===== src/rtl/gaussian_stage_ctrl_pkg.sv =====
// Shared definitions for the Gaussian blur stage controller: FSM state encoding,
// default pixel width and small state-decode helpers.
// Latency: n/a (definitions only). Backpressure: n/a.
package gaussian_stage_ctrl_pkg;

  localparam int PIX_W_DEF = 8;

  typedef enum logic [2:0] {
    ST_IDLE  = 3'd0,
    ST_PRIME = 3'd1,
    ST_RUN   = 3'd2,
    ST_FLUSH = 3'd3,
    ST_DONE  = 3'd4
  } state_e;

  // Frame in flight: the stage owns the filter and both FIFOs.
  function automatic logic state_busy(input state_e s);
    return (s == ST_PRIME) || (s == ST_RUN) || (s == ST_FLUSH);
  endfunction

  // States in which the filter is fed from the source FIFO (not zero-drained).
  function automatic logic state_feeding(input state_e s);
    return (s == ST_PRIME) || (s == ST_RUN);
  endfunction

endpackage


===== src/rtl/gaussian_stage_ctrl_if.sv =====
// Data-path bundle around the stage controller: source FIFO read side (FWFT),
// Gaussian filter feed/enable/result, destination FIFO write side.
// master = controller side (drives pops, filter enable, writes); slave = environment side.
interface gaussian_stage_ctrl_if
  import gaussian_stage_ctrl_pkg::*;
#(
  parameter int PIX_W = PIX_W_DEF
);
  // source FIFO, first-word-fall-through
  logic             in_valid;
  logic [PIX_W-1:0] in_data;
  logic             in_rd_en;
  // Gaussian filter
  logic [PIX_W-1:0] g_din;
  logic             g_clk_en;
  logic [PIX_W-1:0] g_dout;
  // destination FIFO
  logic             out_full;
  logic             out_wr_en;
  logic [PIX_W-1:0] out_din;

  modport master (
    input  in_valid, in_data, g_dout, out_full,
    output in_rd_en, g_din, g_clk_en, out_wr_en, out_din
  );

  modport slave (
    output in_valid, in_data, g_dout, out_full,
    input  in_rd_en, g_din, g_clk_en, out_wr_en, out_din
  );

endinterface


===== src/rtl/gaussian_stage_ctrl_frame_counter.sv =====
// Frame-scoped up-counter with synchronous clear and terminal-value flags.
// Latency: count updates one cycle after en; last/past are combinational from the count.
// Backpressure: none; the caller gates en.
//   clk, rst : clock, async active-high reset
//   clr      : synchronous clear (wins over en)
//   en       : count one event this cycle
//   last     : this enabled event brings the count to TERM
//   past     : count has already reached TERM
module gaussian_stage_ctrl_frame_counter
  import gaussian_stage_ctrl_pkg::*;
#(
  parameter int CNT_W = 20,
  parameter int TERM  = 1
) (
  input  logic clk,
  input  logic rst,
  input  logic clr,
  input  logic en,
  output logic last,
  output logic past
);

  localparam logic [CNT_W-1:0] TERM_C  = CNT_W'(TERM);
  localparam logic [CNT_W-1:0] TERM_M1 = CNT_W'(TERM - 1);

  logic [CNT_W-1:0] cnt_d, cnt_q;

  always_comb begin
    cnt_d = cnt_q;
    if (clr) begin
      cnt_d = '0;
    end else if (en) begin
      cnt_d = cnt_q + CNT_W'(1);
    end
  end

  always_ff @(posedge clk or posedge rst) begin
    if (rst) begin
      cnt_q <= '0;
    end else begin
      cnt_q <= cnt_d;
    end
  end

  assign last = en & (cnt_q == TERM_M1);
  assign past = (cnt_q >= TERM_C);

endmodule


===== src/rtl/gaussian_stage_ctrl.sv =====
// Sequences one Gaussian blur stage over a frame: pops the source FIFO, clock-enables the
// filter, hides the priming outputs, then drains the filter with zeros.
// Latency: strobes are combinational in the advance cycle; busy/frame_done are registered.
// Backpressure: out_full stalls source and filter together after priming; empty source stalls PRIME/RUN.
//   clk, rst           : clock, async active-high reset
//   start / abort      : begin a frame (IDLE only) / synchronous return to IDLE
//   busy / frame_done  : frame in flight / one-cycle pulse after the last write
//   io (master)        : source FIFO read, filter feed/enable/result, destination FIFO write
module gaussian_stage_ctrl
  import gaussian_stage_ctrl_pkg::*;
#(
  parameter int PIX_W       = PIX_W_DEF,
  parameter int IMG_W       = 640,
  parameter int IMG_H       = 480,
  parameter int PRIME_DEPTH = 1612,
  parameter int CNT_W       = 20
) (
  input  logic                  clk,
  input  logic                  rst,
  input  logic                  start,
  input  logic                  abort,
  output logic                  busy,
  output logic                  frame_done,
  gaussian_stage_ctrl_if.master io
);

  // Configuration must satisfy TOTAL > PRIME_DEPTH >= 1 and CNT_W must hold
  // TOTAL + PRIME_DEPTH, or the RUN phase and the advance count break.
  localparam int TOTAL = IMG_W * IMG_H;
  localparam logic [PIX_W-1:0] PIX_ZERO = '0;

  state_e state_q, state_d;
  logic   busy_q, busy_d;
  logic   frame_done_q, frame_done_d;

  logic feeding;
  logic adv, pop, wr;
  logic start_acc, cnt_clr;
  logic adv_last, adv_past;
  logic in_last, in_past;
  logic out_last, out_past;

  // Advance strobe and the pop/write strobes derived from it.
  always_comb begin
    feeding = state_feeding(state_q);
    adv     = 1'b0;
    case (state_q)
      ST_PRIME: adv = io.in_valid;                  // nothing is written yet, so out_full is irrelevant
      ST_RUN:   adv = io.in_valid & ~io.out_full;
      ST_FLUSH: adv = ~io.out_full;                 // zero drain, independent of the source
      default:  adv = 1'b0;
    endcase
    // in_past/out_past can only be set here if the count ever overran; they keep the
    // FIFOs safe from an extra pop or write rather than shaping normal operation.
    pop = adv & feeding & ~in_past;
    // Filter output is meaningful once PRIME_DEPTH advances have filled its line buffers;
    // the write rides on the same advance that shifts the filter.
    wr  = adv & adv_past & ~out_past;
  end

  assign io.g_clk_en  = adv;
  assign io.in_rd_en  = pop;
  assign io.g_din     = feeding ? io.in_data : PIX_ZERO;
  assign io.out_wr_en = wr;
  assign io.out_din   = io.g_dout;

  // Next state and registered status outputs.
  always_comb begin
    state_d   = state_q;
    start_acc = 1'b0;
    case (state_q)
      ST_IDLE: begin
        if (start) begin
          state_d   = ST_PRIME;
          start_acc = 1'b1;
        end
      end
      ST_PRIME: if (adv_last) state_d = ST_RUN;
      ST_RUN:   if (in_last)  state_d = ST_FLUSH;
      ST_FLUSH: if (out_last) state_d = ST_DONE;
      ST_DONE:  state_d = ST_IDLE;                  // start here is not accepted
      default:  state_d = ST_IDLE;
    endcase
    // abort overrides every transition, including entry to DONE and a start in IDLE.
    if (abort) begin
      state_d   = ST_IDLE;
      start_acc = 1'b0;
    end
    cnt_clr      = start_acc | abort;
    busy_d       = state_busy(state_d);
    frame_done_d = (state_d == ST_DONE);
  end

  always_ff @(posedge clk or posedge rst) begin
    if (rst) begin
      state_q      <= ST_IDLE;
      busy_q       <= 1'b0;
      frame_done_q <= 1'b0;
    end else begin
      state_q      <= state_d;
      busy_q       <= busy_d;
      frame_done_q <= frame_done_d;
    end
  end

  assign busy       = busy_q;
  assign frame_done = frame_done_q;

  // Filter advances: PRIME ends on the advance that reaches PRIME_DEPTH.
  gaussian_stage_ctrl_frame_counter #(.CNT_W(CNT_W), .TERM(PRIME_DEPTH)) u_adv_cnt (
    .clk  (clk),
    .rst  (rst),
    .clr  (cnt_clr),
    .en   (adv),
    .last (adv_last),
    .past (adv_past)
  );

  // Source pops: RUN ends on the pop that reaches TOTAL.
  gaussian_stage_ctrl_frame_counter #(.CNT_W(CNT_W), .TERM(TOTAL)) u_in_cnt (
    .clk  (clk),
    .rst  (rst),
    .clr  (cnt_clr),
    .en   (pop),
    .last (in_last),
    .past (in_past)
  );

  // Destination writes: FLUSH ends on the write that reaches TOTAL.
  gaussian_stage_ctrl_frame_counter #(.CNT_W(CNT_W), .TERM(TOTAL)) u_out_cnt (
    .clk  (clk),
    .rst  (rst),
    .clr  (cnt_clr),
    .en   (wr),
    .last (out_last),
    .past (out_past)
  );

endmodule


===== src/flat_wrapper.sv =====
// flat-port wrapper written by rule: the top's interface ports become plain ports
module gaussian_stage_ctrl_flat import gaussian_stage_ctrl_pkg::*;
#(
  parameter int PIX_W       = PIX_W_DEF,
  parameter int IMG_W       = 640,
  parameter int IMG_H       = 480,
  parameter int PRIME_DEPTH = 1612,
  parameter int CNT_W       = 20
)
  (clk, rst, start, abort, busy, frame_done, io_in_valid, io_in_data, io_g_dout, io_out_full, io_in_rd_en, io_g_din, io_g_clk_en, io_out_wr_en, io_out_din);
  gaussian_stage_ctrl_if #(.PIX_W(PIX_W)) io_i ();
  input  logic clk;
  input  logic rst;
  input  logic start;
  input  logic abort;
  output logic busy;
  output logic frame_done;
  input wire logic [$bits(io_i.in_valid)-1:0] io_in_valid;
  input wire logic [$bits(io_i.in_data)-1:0] io_in_data;
  input wire logic [$bits(io_i.g_dout)-1:0] io_g_dout;
  input wire logic [$bits(io_i.out_full)-1:0] io_out_full;
  output wire logic [$bits(io_i.in_rd_en)-1:0] io_in_rd_en;
  output wire logic [$bits(io_i.g_din)-1:0] io_g_din;
  output wire logic [$bits(io_i.g_clk_en)-1:0] io_g_clk_en;
  output wire logic [$bits(io_i.out_wr_en)-1:0] io_out_wr_en;
  output wire logic [$bits(io_i.out_din)-1:0] io_out_din;
  assign io_i.in_valid = io_in_valid;
  assign io_i.in_data = io_in_data;
  assign io_i.g_dout = io_g_dout;
  assign io_i.out_full = io_out_full;
  assign io_in_rd_en = io_i.in_rd_en;
  assign io_g_din = io_i.g_din;
  assign io_g_clk_en = io_i.g_clk_en;
  assign io_out_wr_en = io_i.out_wr_en;
  assign io_out_din = io_i.out_din;
  gaussian_stage_ctrl #(.PIX_W(PIX_W), .IMG_W(IMG_W), .IMG_H(IMG_H), .PRIME_DEPTH(PRIME_DEPTH), .CNT_W(CNT_W)) u_core (.clk(clk), .rst(rst), .start(start), .abort(abort), .busy(busy), .frame_done(frame_done), .io(io_i));
endmodule

===== config.mk =====
export PLATFORM = sky130hd
export DESIGN_NAME = gaussian_stage_ctrl_flat
export DESIGN_NICKNAME = d
export VERILOG_FILES = /design/src/rtl/gaussian_stage_ctrl_pkg.sv /design/src/rtl/gaussian_stage_ctrl_if.sv /design/src/rtl/gaussian_stage_ctrl_frame_counter.sv /design/src/rtl/gaussian_stage_ctrl.sv /design/src/flat_wrapper.sv
export SDC_FILE = /design/constraint.sdc
export NUM_CORES = 1
export LEC_CHECK = 0
export CORE_MARGIN = 2
export CORE_UTILIZATION = 60
export CTS_CLUSTER_SIZE = 40
export DETAILED_ROUTE_END_ITERATION = 6
export HOLD_SLACK_MARGIN = 0.05
export PLACE_DENSITY = 0.84
export SETUP_SLACK_MARGIN = 0.15
export SLEW_MARGIN = 30
export SYNTH_ARGS = -nofsm -noshare
export SYNTH_HDL_FRONTEND = slang
export SYNTH_HIERARCHICAL = 1
export SYNTH_SLANG_ARGS = --single-unit

===== constraint.sdc =====
create_clock -name clk -period 3.8 [get_ports clk]
set_input_delay 0.76 -clock clk [delete_from_list [all_inputs] [get_ports clk]]
set_output_delay 0.76 -clock clk [all_outputs]
set_load 0.005 [all_outputs]

==> flow_summary.yaml, run 1 <==
sta:
  fin_ws_ps: 540
  period_share_pct: 85.8
  finalCriticalPeriod_ps: 3260
  slew_violations: 0
  worst_hold_slack_ps: 570
  totalNegativeSetupSlack_ps: 0
  clock.fmax_ghz: 0.307
  grt_setup_unrepaired: "false"
  report.final.hold_viol_count: 0
  setup_viol_count_final: 0
  worstMarginPinSlew_ps: 784
  finalClockSkew_ps: 11.0
  max-slew-margin-rel_pct: 47.7
grt:
  grt_use_total_pct: 23.3
  grt-ovfl-total: 0
  global_route_wire_length_before_repair_um: 13400
  number_of_antenna_violations_at_the_first_check_in_global_routing: 0
  vias_in_the_first_global_route: 2958
  grt_start_max_net_pins: 79
final_layout:
  instances_no_fill: 503
  final_net_count: 449
  layout-area-overhead-vs-synth_pct: 11.6
  post_route_cells_drive_above_1_share_pct: 11.5
  seq_area_mm2: 0.00163
  antennaDiodeCount: 0
  nFillCells: 471
  final_cell_area_mm2: 0.00431
  multiInputGateArea_mm2: 0.00201
critical_path:
  critical_path.cell_chain: "clkdlybuf4s50_1 -> o21bai_2 -> mux2_4 -> nor2_1 -> buf_4 -> clkdlybuf4s50_1"
  critical_path.max_fanout: 8
  path_delay_family: "buffers and inverters"
  crit_arrival_ps: 2500
  worst_path_largest_cell_delay_ps: 510
  crit_path_end_kind: "output pin"
  critical_path_required_time_ps: 3040
  ff2ff_setup_slack_ps: 930
  cpMostUsedCell: "sky130_fd_sc_hd__clkdlybuf4s50_1"
  crit_buf_inv: 3
  start_kind: "input pin"
  category_of_the_most_critical_setup_path: "input pin to output pin"
  rr_endpoint: "u_core/u_in_cnt/cnt_q[15]"
  critical-path-slowest-cell: "sky130_fd_sc_hd__clkdlybuf4s50_1"
  critical_path.reg2reg.startpoint: "u_core/u_in_cnt/cnt_q[14]"
  worst_r2r_path_depth: 9
drt:
  post_drt_via_cell_ratio: 6.08
  remaining_number_of_nets_flagged_by_the_antenna_check_after_routing: 0
  via_count: 3057
  wire_per_inst_um: 15.3
  drt_pre_antenna_iters: 4
  finalWirelength_um: 7670
  detailedRoute.firstIterationViolations: 169
  number_of_design_rule_violations_left_after_detail_routing: 0
synthesis:
  ys_ff_latch: 65
  prevailing_post_synth_register_cell: "sky130_fd_sc_hd__dfrtp_1"
  syn-num-nets: 437
  yosysWarningCount: 6
  synth.lib_cells_used.distinct: 57
  async_reset_ff_share_pct: 100
  netlist_instances: 409
  synth-seq-area-share_pct: 42.1
  syn-mean-instance-area_um2: 9.45
  edff_count_synth: 0
  syn_area_mm2: 0.00386
floorplan:
  row_count: 29
  initial_core_util_pct: 61.6
  core-area_mm2: 0.00628
  die_x_um: 84.3
  io-pin-count: 43
  die_y_um: 84.3
  die-area_mm2: 0.00710
place:
  pre_cts_ws_ps: 277
  hpwl_um: 5270
  placed_instance_area_mm2: 0.00409
  io_buffers: 26
  routabilityCongestion: 0.871
  numPlacedInstances: 487
flow_run:
  drv_cap: 0
clock_network:
  clkSinkCount: 65
  hold_buffers: 0
  cts_tree: "yes"
  cts-root-to-sink-buffers: 2
  htree_num_levels: 3
  setup_buffers_after_cts: 0
  clk_pin_slew_worst_paths_ps: 70
  clkLatencyLatePin_ps: 340
  post_cts_resized: 0
  cts_inserted_buffers: 9
  cts_root_buffer: "sky130_fd_sc_hd__clkbuf_8"
power_and_ir_drop:
  power_density_cells_mw_per_mm2: 333
  power.ir.vdd_worst_mv: 0.232
  leakagePower_nw: 1.73
min_path:
  holdCritPathClass: "flip-flop to flip-flop"
  min_delay_path_depth: 2
  worstHoldEndpoint: "u_core/u_in_cnt/cnt_q[19]"
  hold_path_startpoint: "u_core/u_in_cnt/cnt_q[19]"
run_status:
  outcome: "complete, no violations"
logic make-up (layout without fill, tap and decap cells):
logic type,Yosys count,in the layout,share of synthesized area [%]
AO/OA/AOI/OAI,61,61,11.3
flip-flops,65,65,42.1
XOR/XNOR,30,30,6.80
buffers and inverters,43,60,5.83
adder cells (fa/ha/maj),6,6,1.94
AND/OR/NAND/NOR,194,194,29.1
multiplexers,10,10,2.91
report_power, final:
group          internal (mW)  switching [mW]  leakage, nW  total [mW]
combinational         0.0363          0.0497        0.715      0.0860
sequential             0.694         0.00422        0.905       0.698
clock                  0.387           0.267        0.113       0.654
synthesized netlist by cell type (9+ instances only):
master	number	area, um^2
sky130_fd_sc_hd__nor3_1	11	55.1
sky130_fd_sc_hd__xor2_1	13	114
sky130_fd_sc_hd__xnor2_1	17	149
sky130_fd_sc_hd__and2_1	11	68.8
sky130_fd_sc_hd__dfrtp_1	65	1630
sky130_fd_sc_hd__nand2_1	23	86.3
sky130_fd_sc_hd__nand3_1	14	70.1
sky130_fd_sc_hd__nor2_1	49	184
sky130_fd_sc_hd__nand4_1	17	106
sky130_fd_sc_hd__buf_4	10	75.1
sky130_fd_sc_hd__a21oi_1	17	85.1
sky130_fd_sc_hd__or3_1	9	56.3
sky130_fd_sc_hd__o21ai_0	15	75.1
sky130_fd_sc_hd__inv_1	14	52.6
sky130_fd_sc_hd__nor4_1	9	56.3
worst reg2reg max path: cells and delay by family (launching register included):
family | cells | cell delay, ps
flip-flops | 1 | 450
AND/OR/NAND/NOR | 3 | 1100
AO/OA/AOI/OAI | 5 | 1010
buffers and inverters | 1 | 250
stage by stage:
step / power [mW] / util, %
after floorplan: 0.767 / -
after global placement: 0.796 / 65.2
after detailed placement: 0.798 / 65.2
after CTS: 1.45 / 68.7
after global routing: 1.49 / 68.7
final: 1.44 / 68.7
worst max-delay path by stage:
stage                     cells past startpoint                          to   startpoint  slack (ps)
final                                         6                 io_g_clk_en  io_out_full         540
after global routing                          6                 io_g_clk_en  io_out_full         470
after CTS                                     6                 io_g_clk_en  io_out_full         530
after detailed placement                      8  u_core/u_adv_cnt/cnt_q[19]  io_out_full         280
after global placement                        8  u_core/u_adv_cnt/cnt_q[19]  io_in_valid         360
after floorplan                               9  u_core/u_adv_cnt/cnt_q[19]  io_out_full         720
sequential cells by signal (all words and copies together), names as in the netlist:
| register | count |
|---|---|
| u_core/frame_done | 1 |
| u_core/u_in_cnt/cnt_q | 20 |
| u_core/busy | 1 |
| u_core/state_q | 3 |
| u_core/u_adv_cnt/cnt_q | 20 |
| u_core/u_out_cnt/cnt_q | 20 |
cells in the final DEF (no fill, tap or decap), drive strengths merged, types with 3 or more instances in the layout:
cell | synthesis | layout
dfrtp | 65 | 65
nor2 | 50 | 50
clkdlybuf4s50 | 0 | 26
nand2 | 23 | 23
nand4 | 19 | 19
xnor2 | 17 | 17
a21oi | 17 | 17
o21ai | 16 | 16
nand3 | 16 | 16
or3 | 15 | 15
inv | 14 | 14
xor2 | 13 | 13
nor4 | 12 | 12
nor3 | 11 | 11
and2 | 11 | 11
clkbuf | 10 | 11
or4 | 8 | 8
mux2 | 7 | 7
and3 | 6 | 6
nor2b | 6 | 6
ha | 6 | 6
o31ai | 5 | 5
nand2b | 4 | 4
nor4bb | 4 | 4
a21o | 4 | 4
buf | 19 | 4
nor4b | 4 | 4
o2111ai | 4 | 4
a211o | 3 | 3
mux2i | 3 | 3
clkinv | 0 | 3
and4 | 3 | 3
layout make-up:
cell class | instances | area share, %
Multi-Input combinational cell | 301 | 46.7
Inverter | 14 | 1.22
Clock buffer | 11 | 3.28
Sequential cell | 65 | 37.7
Timing Repair Buffer | 30 | 7.02
Tap cell | 77 | 2.23
Clock inverter | 5 | 1.83
routing by layer:
layer  track usage, %  wire (um)
met1             30.9       3540
met2             37.5       3670
met3             4.42        329
met4             9.97        131
met5                0          0
Note: power is estimated with default switching activity, not from simulation.
==> inputs of run 2 (changes only) <==
CTS_CLUSTER_SIZE = 12   (was 40)
==> results of run 2 <==
Final layout, timing and power as in run 1 (identical DEF).
==> inputs of run 3 (changes only) <==
CORE_UTILIZATION = 57   (was 60)
GPL_ROUTABILITY_DRIVEN = 0   (was unset)
PLACE_DENSITY = 0.81   (was 0.84)
clock period = 3.23 ns   (was 3.8 ns; I/O delays follow)
==> run 3 against run 2 <==
  * Cell area up 2.4%
  * Flip-flop and latch count did not move
  * Setup slack got worse by 330 ps
  * Cell count increased by 2.8%
  * Sequential share of layout area fell by 0.86 points
  * Clock power increased by 19%
  * Critical path type unchanged
  * Largest cell class unchanged
==> flow_summary.yaml, run 3 (same netlist as run 1, synthesis figures left out) <==
floorplan:
  io-pin-count: 43
  die_y_um: 86.3
  die-area_mm2: 0.00746
  die_x_um: 86.3
  row_count: 30
  initial_core_util_pct: 57.8
  core-area_mm2: 0.00668
clock_network:
  cts_root_buffer: "sky130_fd_sc_hd__clkbuf_8"
  clk_pin_slew_worst_paths_ps: 70
  hold_buffers: 0
  cts_tree: "yes"
  clkLatencyLatePin_ps: 350
  htree_num_levels: 3
  clkSinkCount: 65
  cts_inserted_buffers: 9
  cts-root-to-sink-buffers: 2
drt:
  post_drt_via_cell_ratio: 6.11
  via_count: 3157
  drt_pre_antenna_iters: 4
  finalWirelength_um: 8470
  wire_per_inst_um: 16.4
  number_of_design_rule_violations_left_after_detail_routing: 0
  detailedRoute.firstIterationViolations: 279
  remaining_number_of_nets_flagged_by_the_antenna_check_after_routing: 0
sta:
  worstMarginPinSlew_ps: 809
  grt_setup_unrepaired: "false"
  finalCriticalPeriod_ps: 3020
  finalClockSkew_ps: 8.89
  report.final.hold_viol_count: 0
  slew_violations: 0
  period_share_pct: 93.4
  max-slew-margin-rel_pct: 46.0
  setup_viol_count_final: 0
  totalNegativeSetupSlack_ps: 0
  clock.fmax_ghz: 0.332
critical_path:
  crit_arrival_ps: 2370
  setup.worst_path.end: "io_g_clk_en"
  critical_path_required_time_ps: 2580
  start_kind: "input pin"
  crit_start: "io_in_valid"
  critical-path-slowest-cell: "sky130_fd_sc_hd__clkdlybuf4s50_1"
  path_delay_family: "buffers and inverters"
  ff2ff_setup_slack_ps: 410
  crit_buf_inv: 3
  critical_path.cell_chain: "clkdlybuf4s50_1 -> nand2_1 -> mux2_4 -> nor2_2 -> buf_4 -> clkdlybuf4s50_1"
  crit_path_end_kind: "output pin"
  critical_path.max_fanout: 8
  worst_r2r_path_depth: 10
  worstSetupPathDepth: 6
  cpMostUsedCell: "sky130_fd_sc_hd__clkdlybuf4s50_1"
  category_of_the_most_critical_setup_path: "input pin to output pin"
  critical_path.reg2reg.startpoint: "u_core/u_out_cnt/cnt_q[12]"
  worst_path_largest_cell_delay_ps: 520
  rr_endpoint: "u_core/u_out_cnt/cnt_q[15]"
grt:
  grt-ovfl-total: 0
  number_of_antenna_violations_at_the_first_check_in_global_routing: 0
  grt_use_total_pct: 24.1
  vias_in_the_first_global_route: 3172
  global_route_wire_length_before_repair_um: 14400
  grt_start_max_net_pins: 51
final_layout:
  antennaDiodeCount: 0
  post-route-util_pct: 66.1
  layout-area-overhead-vs-synth_pct: 14.2
  largest_registers: "u_core/u_adv_cnt/cnt_q: 20 flops, u_core/u_in_cnt/cnt_q: 20 flops, u_core/u_out_cnt/cnt_q: 20 flops"
  post_route_cells_drive_above_1_share_pct: 14.2
  layout_commonest_cell: "sky130_fd_sc_hd__dfrtp_1"
  final_net_count: 460
  most-common-layout-cells: "sky130_fd_sc_hd__dfrtp_1 (64), sky130_fd_sc_hd__nor2_1 (48), sky130_fd_sc_hd__clkdlybuf4s50_1 (24)"
  nFillCells: 514
min_path:
  holdCritPathClass: "flip-flop to flip-flop"
power_and_ir_drop:
  power_density_cells_mw_per_mm2: 385
  clockPowerShare_pct: 45.7
  power.ir.vdd_worst_mv: 0.265
  power_report.internal_total_mw: 1.31
  switching_power_mw: 0.386
  seq_power_share_pct: 48.3
  power_mw: 1.70
  leakagePower_nw: 1.82
  comb_power_share_pct: 6.1
  netSwitchingFraction_pct: 22.7
flow_run:
  drv_cap: 0
place:
  hpwl_um: 5700
  io_buffers: 26
run_status:
  outcome: "complete, no violations"
-- run 3: layout make-up --
class / instances / area (um^2) / area share, %
clock inverters: 5 / 78.8 / 1.79
well taps: 80 / 100 / 2.27
clock buffers: 11 / 141 / 3.20
inverters: 14 / 52.6 / 1.19
multi-input cells: 301 / 2020 / 45.8
repair buffers: 41 / 390 / 8.84
flip-flops and latches: 65 / 1630 / 36.9
-- run 3: worst min path at each step --
stage                                            to  slack, ps  depth (start not counted)                       from
after global routing       u_core/u_in_cnt/cnt_q[9]        590                          2   u_core/u_in_cnt/cnt_q[9]
after CTS                  u_core/u_in_cnt/cnt_q[9]        570                          2   u_core/u_in_cnt/cnt_q[9]
after floorplan                         u_core/busy        420                          1                        rst
after detailed placement   u_core/u_in_cnt/cnt_q[9]        550                          2   u_core/u_in_cnt/cnt_q[9]
final                      u_core/u_in_cnt/cnt_q[9]        570                          2   u_core/u_in_cnt/cnt_q[9]
after global placement    u_core/u_out_cnt/cnt_q[9]        550                          2  u_core/u_out_cnt/cnt_q[9]
-- run 3: power by group through the flow --
stage                     clock (mW)  combinational [mW]  sequential (mW)
after floorplan                    0              0.0690            0.834
after CTS                      0.791               0.106            0.821
after global routing           0.822               0.115            0.821
final                          0.777               0.103            0.821
after global placement             0               0.102            0.836
after detailed placement           0               0.105            0.837
-- run 3: per-layer routing --
layer	GRT usage (%)	part of all wire (%)
met5	0	0
met4	8.81	1.9
met3	5.24	4.1
met2	40.5	50
met1	30.6	44
-- run 3: what timing repair did --
action                     4_1_cts  5_1_grt
buffers inserted                 1        0
setup endpoints to repair        1        3
resized for setup                0        5
-- run 3: through the flow --
step | instances | cell area [um^2] | worst slack (ps) | hold slack (ps)
2_1_floorplan | 409 | 3860 | 264 | 425
3_3_place_gp | 500 | 4170 | 15.2 | 547
3_5_place_dp | 500 | 4170 | -52.4 | 550
4_1_cts | 517 | 4400 | 158 | 569
5_1_grt | 517 | 4420 | 150 | 590
6_report | 517 | 4420 | 215 | 567
-- run 3: worst reg2reg max path: cells and delay by family (launching register included) --
| family | cells | cell delay (ps) |
|---|---|---|
| simple gates | 3 | 1040 |
| compound gates | 5 | 960 |
| flops | 1 | 450 |
| buf+inv | 2 | 310 |
